`src/rtl/mc_control_fsm.sv`:
```
// Multi-cycle RV32I control unit.
// A Moore FSM steps each instruction class through the shared datapath.
// It drives the mux selects, the write enables and the immediate-extender select.
// irwrite, pcwrite and instr_retired also depend on mem_ready or zero.
// An illegal opcode, or a branch with a funct3 other than beq, parks the FSM in ILLEGAL.
// Only reset leaves ILLEGAL.
module mc_control_fsm #(
    parameter int STATE_W = 4
) (
    input  logic               clk,
    input  logic               reset,
    input  logic [6:0]         op,
    input  logic [2:0]         funct3,
    input  logic               funct7b5,
    input  logic               zero,
    input  logic               mem_ready,
    output logic [1:0]         immsrc,
    output logic [1:0]         alusrca,
    output logic [1:0]         alusrcb,
    output logic [1:0]         aluop,
    output logic [2:0]         alucontrol,
    output logic [1:0]         resultsrc,
    output logic               adrsrc,
    output logic               irwrite,
    output logic               pcwrite,
    output logic               regwrite,
    output logic               memwrite,
    output logic               illegal_instr,
    output logic               instr_retired,
    output logic [STATE_W-1:0] dbg_state
);

    typedef enum logic [STATE_W-1:0] {
        FETCH    = STATE_W'(0),
        DECODE   = STATE_W'(1),
        MEMADR   = STATE_W'(2),
        MEMREAD  = STATE_W'(3),
        MEMWB    = STATE_W'(4),
        MEMWRITE = STATE_W'(5),
        EXECUTER = STATE_W'(6),
        EXECUTEI = STATE_W'(7),
        ALUWB    = STATE_W'(8),
        BRANCH   = STATE_W'(9),
        JAL      = STATE_W'(10),
        ILLEGAL  = STATE_W'(11)
    } state_t;

    localparam logic [6:0] OP_LW   = 7'b0000011;
    localparam logic [6:0] OP_SW   = 7'b0100011;
    localparam logic [6:0] OP_R    = 7'b0110011;
    localparam logic [6:0] OP_I    = 7'b0010011;
    localparam logic [6:0] OP_BR   = 7'b1100011;
    localparam logic [6:0] OP_JAL  = 7'b1101111;

    state_t state;

    assign dbg_state = state;

    // State register: reset wins over every transition, including ILLEGAL and memory stalls.
    always_ff @(posedge clk) begin
        // NOTE: sequential state uses non-blocking assignments so every register samples pre-edge values.
        if (reset) begin
            state <= FETCH;
        end else begin
            case (state)
                FETCH:    if (mem_ready) state <= DECODE;
                DECODE: begin
                    case (op)
                        OP_LW, OP_SW: state <= MEMADR;
                        OP_R:         state <= EXECUTER;
                        OP_I:         state <= EXECUTEI;
                        OP_BR:        state <= BRANCH;
                        OP_JAL:       state <= JAL;
                        default:      state <= ILLEGAL;
                    endcase
                end
                MEMADR:   state <= (op == OP_LW) ? MEMREAD : MEMWRITE;
                MEMREAD:  if (mem_ready) state <= MEMWB;
                MEMWB:    state <= FETCH;
                MEMWRITE: if (mem_ready) state <= FETCH;
                EXECUTER: state <= ALUWB;
                EXECUTEI: state <= ALUWB;
                ALUWB:    state <= FETCH;
                BRANCH:   state <= (funct3 == 3'b000) ? FETCH : ILLEGAL;
                JAL:      state <= ALUWB;
                ILLEGAL:  state <= ILLEGAL;
                default:  state <= FETCH;
            endcase
        end
    end

    // Moore decode of selects and enables from the current state, plus the mem_ready/zero gates.
    always_comb begin
        // NOTE: every output gets a default first so no path through the case infers a latch.
        alusrca       = 2'b00;
        alusrcb       = 2'b00;
        aluop         = 2'b00;
        resultsrc     = 2'b00;
        adrsrc        = 1'b0;
        irwrite       = 1'b0;
        pcwrite       = 1'b0;
        regwrite      = 1'b0;
        memwrite      = 1'b0;
        illegal_instr = 1'b0;
        instr_retired = 1'b0;
        case (state)
            FETCH: begin
                alusrcb   = 2'b10;
                resultsrc = 2'b10;
                irwrite   = mem_ready;
                pcwrite   = mem_ready;
            end
            DECODE: begin
                // Precompute the branch target as oldPC + imm.
                alusrca = 2'b01;
                alusrcb = 2'b01;
            end
            MEMADR: begin
                alusrca = 2'b10;
                alusrcb = 2'b01;
            end
            MEMREAD: begin
                adrsrc = 1'b1;
            end
            MEMWB: begin
                resultsrc     = 2'b01;
                regwrite      = 1'b1;
                instr_retired = 1'b1;
            end
            MEMWRITE: begin
                adrsrc        = 1'b1;
                memwrite      = 1'b1;
                instr_retired = mem_ready;
            end
            EXECUTER: begin
                alusrca = 2'b10;
                aluop   = 2'b10;
            end
            EXECUTEI: begin
                alusrca = 2'b10;
                alusrcb = 2'b01;
                aluop   = 2'b10;
            end
            ALUWB: begin
                regwrite      = 1'b1;
                instr_retired = 1'b1;
            end
            BRANCH: begin
                alusrca = 2'b10;
                aluop   = 2'b01;
                // Only beq is supported; other funct3 values fall into ILLEGAL without side effects.
                if (funct3 == 3'b000) begin
                    pcwrite       = zero;
                    instr_retired = 1'b1;
                end
            end
            JAL: begin
                alusrca = 2'b01;
                alusrcb = 2'b10;
                pcwrite = 1'b1;
            end
            ILLEGAL: begin
                illegal_instr = 1'b1;
            end
            default: ;
        endcase
    end

    // Immediate format follows the opcode, independent of state.
    always_comb begin
        case (op)
            OP_LW, OP_I: immsrc = 2'b00;
            OP_SW:       immsrc = 2'b01;
            OP_BR:       immsrc = 2'b10;
            OP_JAL:      immsrc = 2'b11;
            default:     immsrc = 2'b00;
        endcase
    end

    // ALU operation: add or compare by aluop, otherwise decoded from funct3/funct7.
    always_comb begin
        alucontrol = 3'b000;
        case (aluop)
            2'b01: alucontrol = 3'b001;
            2'b10: begin
                case (funct3)
                    // funct7b5 selects sub only for R-type; for I-type it is immediate bits.
                    3'b000:  alucontrol = (op[5] & funct7b5) ? 3'b001 : 3'b000;
                    3'b010:  alucontrol = 3'b101;
                    3'b110:  alucontrol = 3'b011;
                    3'b111:  alucontrol = 3'b010;
                    default: alucontrol = 3'b000;
                endcase
            end
            default: alucontrol = 3'b000;
        endcase
    end

endmodule
```
`config.mk`:
```
export PLATFORM = sky130hd
export DESIGN_NAME = mc_control_fsm
export DESIGN_NICKNAME = d
export VERILOG_FILES = /design/src/rtl/mc_control_fsm.sv
export SDC_FILE = /design/constraint.sdc
export NUM_CORES = 1
export LEC_CHECK = 0
export ABC_CLOCK_PERIOD_IN_PS = 5200
export CORE_MARGIN = 1
export CORE_UTILIZATION = 40
export CTS_BUF_LIST = sky130_fd_sc_hd__clkbuf_4 sky130_fd_sc_hd__clkbuf_8
export CTS_CLUSTER_SIZE = 16
export DETAILED_ROUTE_END_ITERATION = 6
export DONT_BUFFER_PORTS = 1
export PLACE_DENSITY_LB_ADDON = 0.12
export SYNTH_ARGS = -nofsm -noshare
export SYNTH_HDL_FRONTEND = slang
export SYNTH_SLANG_ARGS = --single-unit
```
`constraint.sdc`:
```
create_clock -name clk -period 5.2 [get_ports clk]
set_clock_uncertainty 0.1 [all_clocks]
set_input_delay 1.04 -clock clk [delete_from_list [all_inputs] [get_ports clk]]
set_output_delay 1.04 -clock clk [all_outputs]
set_load 0.01 [all_outputs]
```
# ---- Word-level counts from Yosys, hierarchy flattened
# Cells that the tools add are included.
dict set report word_totals {
  reg_bits 4
  inputBits 15
  out_inout_bits 24
  word_cells 63
}
dict set report op_classes {
  n_eq_ne 25
  n_mux 24
  n_bitwise 1
  n_reduce_logical 12
}
# cell n
set ops {}
lappend ops {{4-bit case mux with 8 select lines} 1}
lappend ops {{4-bit case mux with 5 select lines} 1}
lappend ops {{4-bit by 3-bit == test with 1-bit output, second input constant} 4}
lappend ops {{4-bit == test, second input constant} 4}
lappend ops {{4-bit 2-to-1 mux} 4}
lappend ops {{2-bit case mux with 2 select lines} 4}
lappend ops {{7-bit by 6-bit == test with 1-bit output, second input constant} 2}
lappend ops {{7-bit == test, second input constant} 2}
lappend ops {{3-bit case mux with 4 select lines} 1}
lappend ops {{2-bit OR reduction} 6}
lappend ops {{4-bit by 2-bit == test with 1-bit output, second input constant} 2}
lappend ops {{1-bit 2-to-1 mux} 8}
lappend ops {{7-bit by 2-bit == test with 1-bit output, second input constant} 1}
lappend ops {{7-bit by 5-bit == test with 1-bit output, second input constant} 1}
lappend ops {{3-bit == test, second input constant} 2}
lappend ops {{2-bit != test, second input constant} 3}
lappend ops {{1-bit case mux with 3 select lines} 2}
lappend ops {{2-bit case mux with 3 select lines} 1}
lappend ops {{3-bit case mux with 2 select lines} 1}
lappend ops {{3-bit OR reduction} 2}
lappend ops {{4-bit by 1-bit == test with 1-bit output, second input constant} 1}
lappend ops {{4-bit logical NOT} 1}
lappend ops {{4-bit OR reduction} 1}
lappend ops {{3-bit by 2-bit == test with 1-bit output, second input constant} 1}
lappend ops {{other kinds (6)} 6}

# ---- Longest topological paths before layout
# Gate-level depths: netlist (run 1).
dict set report depth {
  depth_word 5
  mapped_depth 7
  ltp_nobuf 5
}

# ---- Worst setup path after synthesis (run 1)
# Ideal clock, no wire load.
dict set report synth_path {
  path_type {input-to-output}
  startpoint {input op[2]}
  endpoint {output immsrc[0]}
  t_arrival_ns 1.655
  required_time_ns 4.060
  path_slack_ns 2.405
  path_stages 2
  path_buffers 0
  cell_sequence {or3_4 a21oi_1}
}
dict set report synth_between {
  elab_chain_cells 2
  elab_cells_between_ends 4
  cone_classes {eq/ne: 3; mux: 1}
}
# item line
set synth_lines {}
lappend synth_lines {{start, declared} 12} ;# input logic [6:0] op,
lappend synth_lines {{7-bit == test or 7-bit by 6-bit == test with 1-bit output (tied branches)} 171} ;# case (op)
lappend synth_lines {{2-bit case mux with 3 select lines *} 171}
lappend synth_lines {{end, declared} 17} ;# output logic [1:0] immsrc,
# Every way passes the cells marked *; elsewhere a longest branch is shown, timed or not.

# ---- Worst setup path in the final report (run 1)
dict set report layout_path {
  startpoint {register state[3] (netlist: dbg_state[3])}
  endpoint {output alucontrol[0]}
}
dict set report layout_between {
  elab_chain_cells 5
  elab_cells_between_ends 8
  cone_classes {eq/ne: 5; mux: 2; reduce/logical: 1}
}
# item line
set layout_lines {}
lappend layout_lines {{start, declared} 55} ;# state_t state;
lappend layout_lines {{start signal, assigned} 77} ;# MEMADR: state <= (op == OP_LW) ? MEMREAD : MEMWRITE;
lappend layout_lines {{start signal, assigned} 84} ;# BRANCH: state <= (funct3 == 3'b000) ? FETCH : ILLEGAL;
lappend layout_lines {{4-bit by 3-bit == test with 1-bit output} 106} ;# case (state)
lappend layout_lines {{2-bit OR reduction (no source line)} -}
lappend layout_lines {{2-bit case mux with 2 select lines *} 106}
lappend layout_lines {{2-bit == test or 2-bit by 1-bit == test with 1-bit output (tied branches)} 183} ;# case (aluop)
lappend layout_lines {{3-bit case mux with 2 select lines *} 183}
lappend layout_lines {{end, declared} 21} ;# output logic [2:0] alucontrol,
# Marks and branches as above.

==> results.toml, run 1 <==
[placed_design]
gp_congestion = 0.777
port_buffers = 0
hpwl_um = 1290
dp_cells = 110

[setup_path]
critPathSlowestCell = "dfxtp_1"
critPathMaxFanout = 17
start_kind = "register"
cpPeakStageDelay_ns = 0.69
criticalPathCategory = "reg -> out"
worstPathArrival_ns = 2.09
cp_cell_sequence = "nand2_1 -> or3_1 -> ha_1 -> nor3b_1 -> o21a_1"
cp.required_ns = 4.06
reg2regPathDepth = 4
crit_cells = 5
endpoint_kind = "primary output"
worst-path-buf-inv = 0
crit_family = "simple AND/OR/NAND/NOR gates"

[power_and_ir_drop]
ir_worst_vdd_mv = 0.270
p_leak_nw = 0.254
powerDensity_nw_per_um2 = 481

[floorplan]
pin_count = 39
dieArea_um2 = 1870
rows = 14
die_h_um = 43.2
start_util_pct = 44.1
core_area_um2 = 1540
die_w_um = 43.2

[detailed_routing]
drtIter0Drc = 25
dr_wl_met2_um = 798
top_layer_used = "met3"
wirelength_um = 1700
routed-wl-met3_um = 109
ant_nets = 0
met1_length_um = 796
viasPerCell = 6.28
firstDrtPassIters = 4
drc = 0
avgRoutedWirePerCell_um = 15.1
vias = 710

[layout]
multiInputGateArea_um2 = 553
regArea_um2 = 80.1
fillCellCount = 169
num_antenna_cells = 0
nets = 117
drive_gt1_share_pct = 10.3
layout.cells.non_filler = 113
syn_to_final_growth_pct = 2.21
largest_register_ffs = 4
utilization_pct = 45.0

[yosys]
synth_area_per_cell_um2 = 6.79
syn-num-nets = 118
yosys_most_used_dff = "dfxtp_1"
synth_top_area_share_pct = 11.8
synth_cells = 100
synth.distinct_cells = 42
synth_edf_count = 0
synth_fa_ha_area_share_pct = 5.52
synthArstFlopShare_pct = 0
yosys.area_share.simple_pct = 42.2
ys_seq_elements = 4
synth_area_leaders = "dfxtp_1 12%, nor2_1 8.8%, ha_1 5.5%, a21oi_1 4.4%, a2111oi_4 4.1%"
synth-xor-area-share_pct = 3.87
yosysWarnings = 0
syn_area_um2 = 679
synth_top_family_by_area = "simple AND/OR/NAND/NOR gates"
synth-compound-area-share_pct = 29.8
muxShareOfSynthArea_pct = 0
yosys.area.top_type = "dfxtp_1"
seq_area_frac_synth_pct = 11.8

[global_routing]
grt_usage_pct = 18.4
grt_pass1_wl_um = 2660
overflow = 0
grt_pass1_vias = 592
antenna_found_initial = 0
grt_max_degree = 23

[cts]
tritoncts = "done"
cts_buffers = 3
cts.path.max_buffers = 2
post_cts_resized = 0
clock-root-buffer = "clkbuf_4"
postCtsHoldBufs = 0
cts_setup_buffers = 0
path_clk_slew_ns = 0.04
clock_latency_ns = 0.24
cts_max_level = 1
cts.sinks = 4

[timing]
finalMaxSlewViolations = 0
slew_headroom_pct = 49.4
hold-worst-slack_ns = 0.725
fin_crit_sh_pct = 62.1
hold_violations = 0
tns_ns = 0
tightestPinTransition_ns = 0.758
fmax_ghz = 0.310
min_period_ns = 3.23
rsz0062_at_grt = "false"
finalSetupViolCount = 0

[hold_path]
hp-class = "reg -> reg"
hold_depth = 1

[status]
status = "complete, no violations"

[run]
max_cap_viol_count = 0
metrics by stage:
step	worst slack (ns)	power [mW]	instance area [um^2]
global route	1.83	0.363	694
global placement	2.28	0.297	672
finish	1.97	0.334	694
detailed placement	2.22	0.295	672
floorplan	2.40	0.267	679
CTS	1.97	0.336	694
power breakdown:
part	internal, mW	switching (mW)
Sequential	0.0423	0.0595
Clock	0.0258	0.0133
Combinational	0.0830	0.110
Total	0.151	0.183
final cells by class:
type,count,area share [%]
multi-input cells,85,79.6
flip-flops and latches,4,11.5
inverters,5,2.70
well taps,16,2.88
clock buffers,3,3.24
routing by layer:
layer	global-route usage (%)	up-vias
met3	6.81	0
met1	25.9	322
met4	1.82	0
li1	-	362
met5	0	-
met2	27.5	26
Yosys cell counts, drive strengths merged (2+ instances only):
cell type and instances:
xnor2 2, o21ai 6, buf 5, and3 2, nor2 16, dfxtp 4, ha 3, nor3b 2
and2 3, a21oi 6, nor3 5, nor2b 4, or3 3, inv 5, nand2b 4, nand2 7
o31ai 3
worst paths after layout:
check             slack [ns]       endpoint          from
setup / recovery        1.97  alucontrol[0]  dbg_state[3]
hold / removal          0.72   dbg_state[2]  dbg_state[3]
setup reg to reg        3.25   dbg_state[0]  dbg_state[1]
hold reg to reg         0.72   dbg_state[2]  dbg_state[3]
cell usage in the layout, fill, tap and decap left out, types with 3 or more instances in the layout:
| cell type | count |
|---|---|
| a21oi_1 | 6 |
| nand2_1 | 7 |
| and2_1 | 3 |
| o21ai_0 | 5 |
| ha_1 | 3 |
| dfxtp_1 | 4 |
| nor3_1 | 5 |
| o31ai_1 | 3 |
| nor2_1 | 16 |
| clkbuf_4 | 3 |
| nor2b_1 | 4 |
| inv_2 | 4 |
| nand2b_1 | 3 |
cell families after synthesis:
group | Yosys count
buffers and inverters | 11
adder cells (fa/ha/maj) | 3
AO/OA/AOI/OAI | 27
XOR/XNOR | 3
AND/OR/NAND/NOR | 52
flip-flops | 4
Power figures use the tool's default switching activity.
==> run 2: changes to the inputs <==
- ABC_CLOCK_PERIOD_IN_PS: 5200 -> 2600
- clock period: 5.2 -> 2.6 ns (I/O delays scaled with it)
==> run 2 against run 1 <==
  * Cell count rose by 3.5%
  * Routed wire length rose by 8.4%
  * Sequential power rose by 11%
  * Core utilization rose by 1.9 points
  * Critical path depth did not move
  * Power rose by 110%
  * Hold slack got worse by 0.48 ns
  * Critical endpoint unchanged
==> results.toml, run 2 (synthesis results as in run 1) <==
[global_routing]
antenna_found_initial = 0
overflow = 0
grt_pass1_vias = 685
grt_max_degree = 17
grt_usage_pct = 21.8
grt_pass1_wl_um = 3110

[power_and_ir_drop]
p_sw_mw = 0.378
ir_worst_vdd_mv = 0.412
intPower_mw = 0.329
power_mw = 0.708
switching_share_pct = 53.5
powerDensity_nw_per_um2 = 977
clockPowerShare_pct = 11.1
p_leak_nw = 0.276
p_seq_share_pct = 16.0
combPwrFrac_pct = 72.9

[detailed_routing]
avgRoutedWirePerCell_um = 15.8
drtIter0Drc = 15
viasPerCell = 6.15
vias = 720
wirelength_um = 1850
firstDrtPassIters = 4
drc = 0
ant_nets = 0

[cts]
path_clk_slew_ns = 0.04
cts_buffers = 3
cts.sinks = 4
cts.path.max_buffers = 2
cts_max_level = 1
tritoncts = "done"
cts_setup_buffers = 0
clock_latency_ns = 0.24
postCtsHoldBufs = 0
clock-root-buffer = "clkbuf_4"
post_cts_resized = 0

[layout]
nets = 121
final_common_cell = "nor2_1"
drive_gt1_share_pct = 13.9
final_cell_mix = "16 x nor2_1, 7 x nand2_1, 6 x a21oi_1"
largest_register_ffs = 4
syn_to_final_growth_pct = 6.63
num_antenna_cells = 0

[setup_path]
criticalPathCategory = "reg -> out"
regToRegSetupSlack_ns = 0.86
worstPathArrival_ns = 1.80
critPathMaxFanout = 7
endpoint_kind = "primary output"
start_kind = "register"
cp.required_ns = 1.98

[timing]
tns_ns = 0
finalMaxSlewViolations = 0
rsz0062_at_grt = "false"
finalSetupViolCount = 0
hold_violations = 0
fin_crit_sh_pct = 92.9
tightestPinTransition_ns = 0.510
min_period_ns = 2.42
slew_headroom_pct = 65.7
fmax_ghz = 0.414

[placed_design]
port_buffers = 0
hpwl_um = 1440
gp_congestion = 0.777

[floorplan]
pin_count = 39
rows = 14
die_w_um = 43.2
die_h_um = 43.2
start_util_pct = 44.1
core_area_um2 = 1540
dieArea_um2 = 1870

[run]
max_cap_viol_count = 0

[hold_path]
hp-class = "in -> reg"

[status]
status = "complete, no violations"
run 2: cell count changes in the layout (fill, tap and decap cells not counted), sizes merged:
cell	before	now
buf	0	4
run 2: worst max-delay path, cell delays in order (launching register included):
cell and delay, ns:
dfxtp_1 0.43, nand2_1 0.11, or3_1 0.40, ha_1 0.26
nor3b_1 0.15, o21a_1 0.21
run 2: power groups by stage:
| stage | Clock, mW | Sequential, mW | Combinational (mW) |
|---|---|---|---|
| final | 0.0788 | 0.113 | 0.516 |
| after global routing | 0.0835 | 0.116 | 0.572 |
| after CTS | 0.0812 | 0.113 | 0.519 |
| after detailed placement | 0 | 0.114 | 0.518 |
| after global placement | 0 | 0.114 | 0.516 |
| after floorplan | 0 | 0.118 | 0.416 |
run 2: layer usage:
layer / global-route usage (%) / vias to the layer above / part of all wire (%)
met1: 30.8 / 331 / 46
met2: 33.4 / 21 / 49
li1: - / 366 / -
met5: 0 / - / 0
met3: 3.40 / 2 / 4.8
met4: 7.27 / 0 / 0.70
run 2: worst paths after layout:
path / from / to / cells after the start
worst max-delay path: dbg_state[0] / alucontrol[0] / 5
worst min-delay path: reset / dbg_state[3] / 1
worst max register to register: dbg_state[1] / dbg_state[0] / 5
worst min register to register: dbg_state[0] / dbg_state[2] / 3
run 2: per-stage QoR:
stage / setup slack [ns] / utilization (%) / cell area [um^2] / std cells / hold WS, ns
floorplan: 0.386 / - / 679 / 100 / 0.489
global placement: 0.504 / 45.5 / 702 / 114 / 0.494
detailed placement: 0.454 / 45.5 / 702 / 114 / 0.495
CTS: 0.190 / 47.0 / 724 / 117 / 0.245
global route: 0.116 / 47.0 / 724 / 117 / 0.248
finish: 0.185 / 47.0 / 724 / 117 / 0.248
run 2: final cells by class:
type | instances | area, um^2
clock buffers | 3 | 22.5
fillers | 166 | 817
inverters | 5 | 18.8
multi-input cells | 85 | 553
flip-flops and latches | 4 | 80.1
well taps | 16 | 20.0
repair buffers | 4 | 30.0
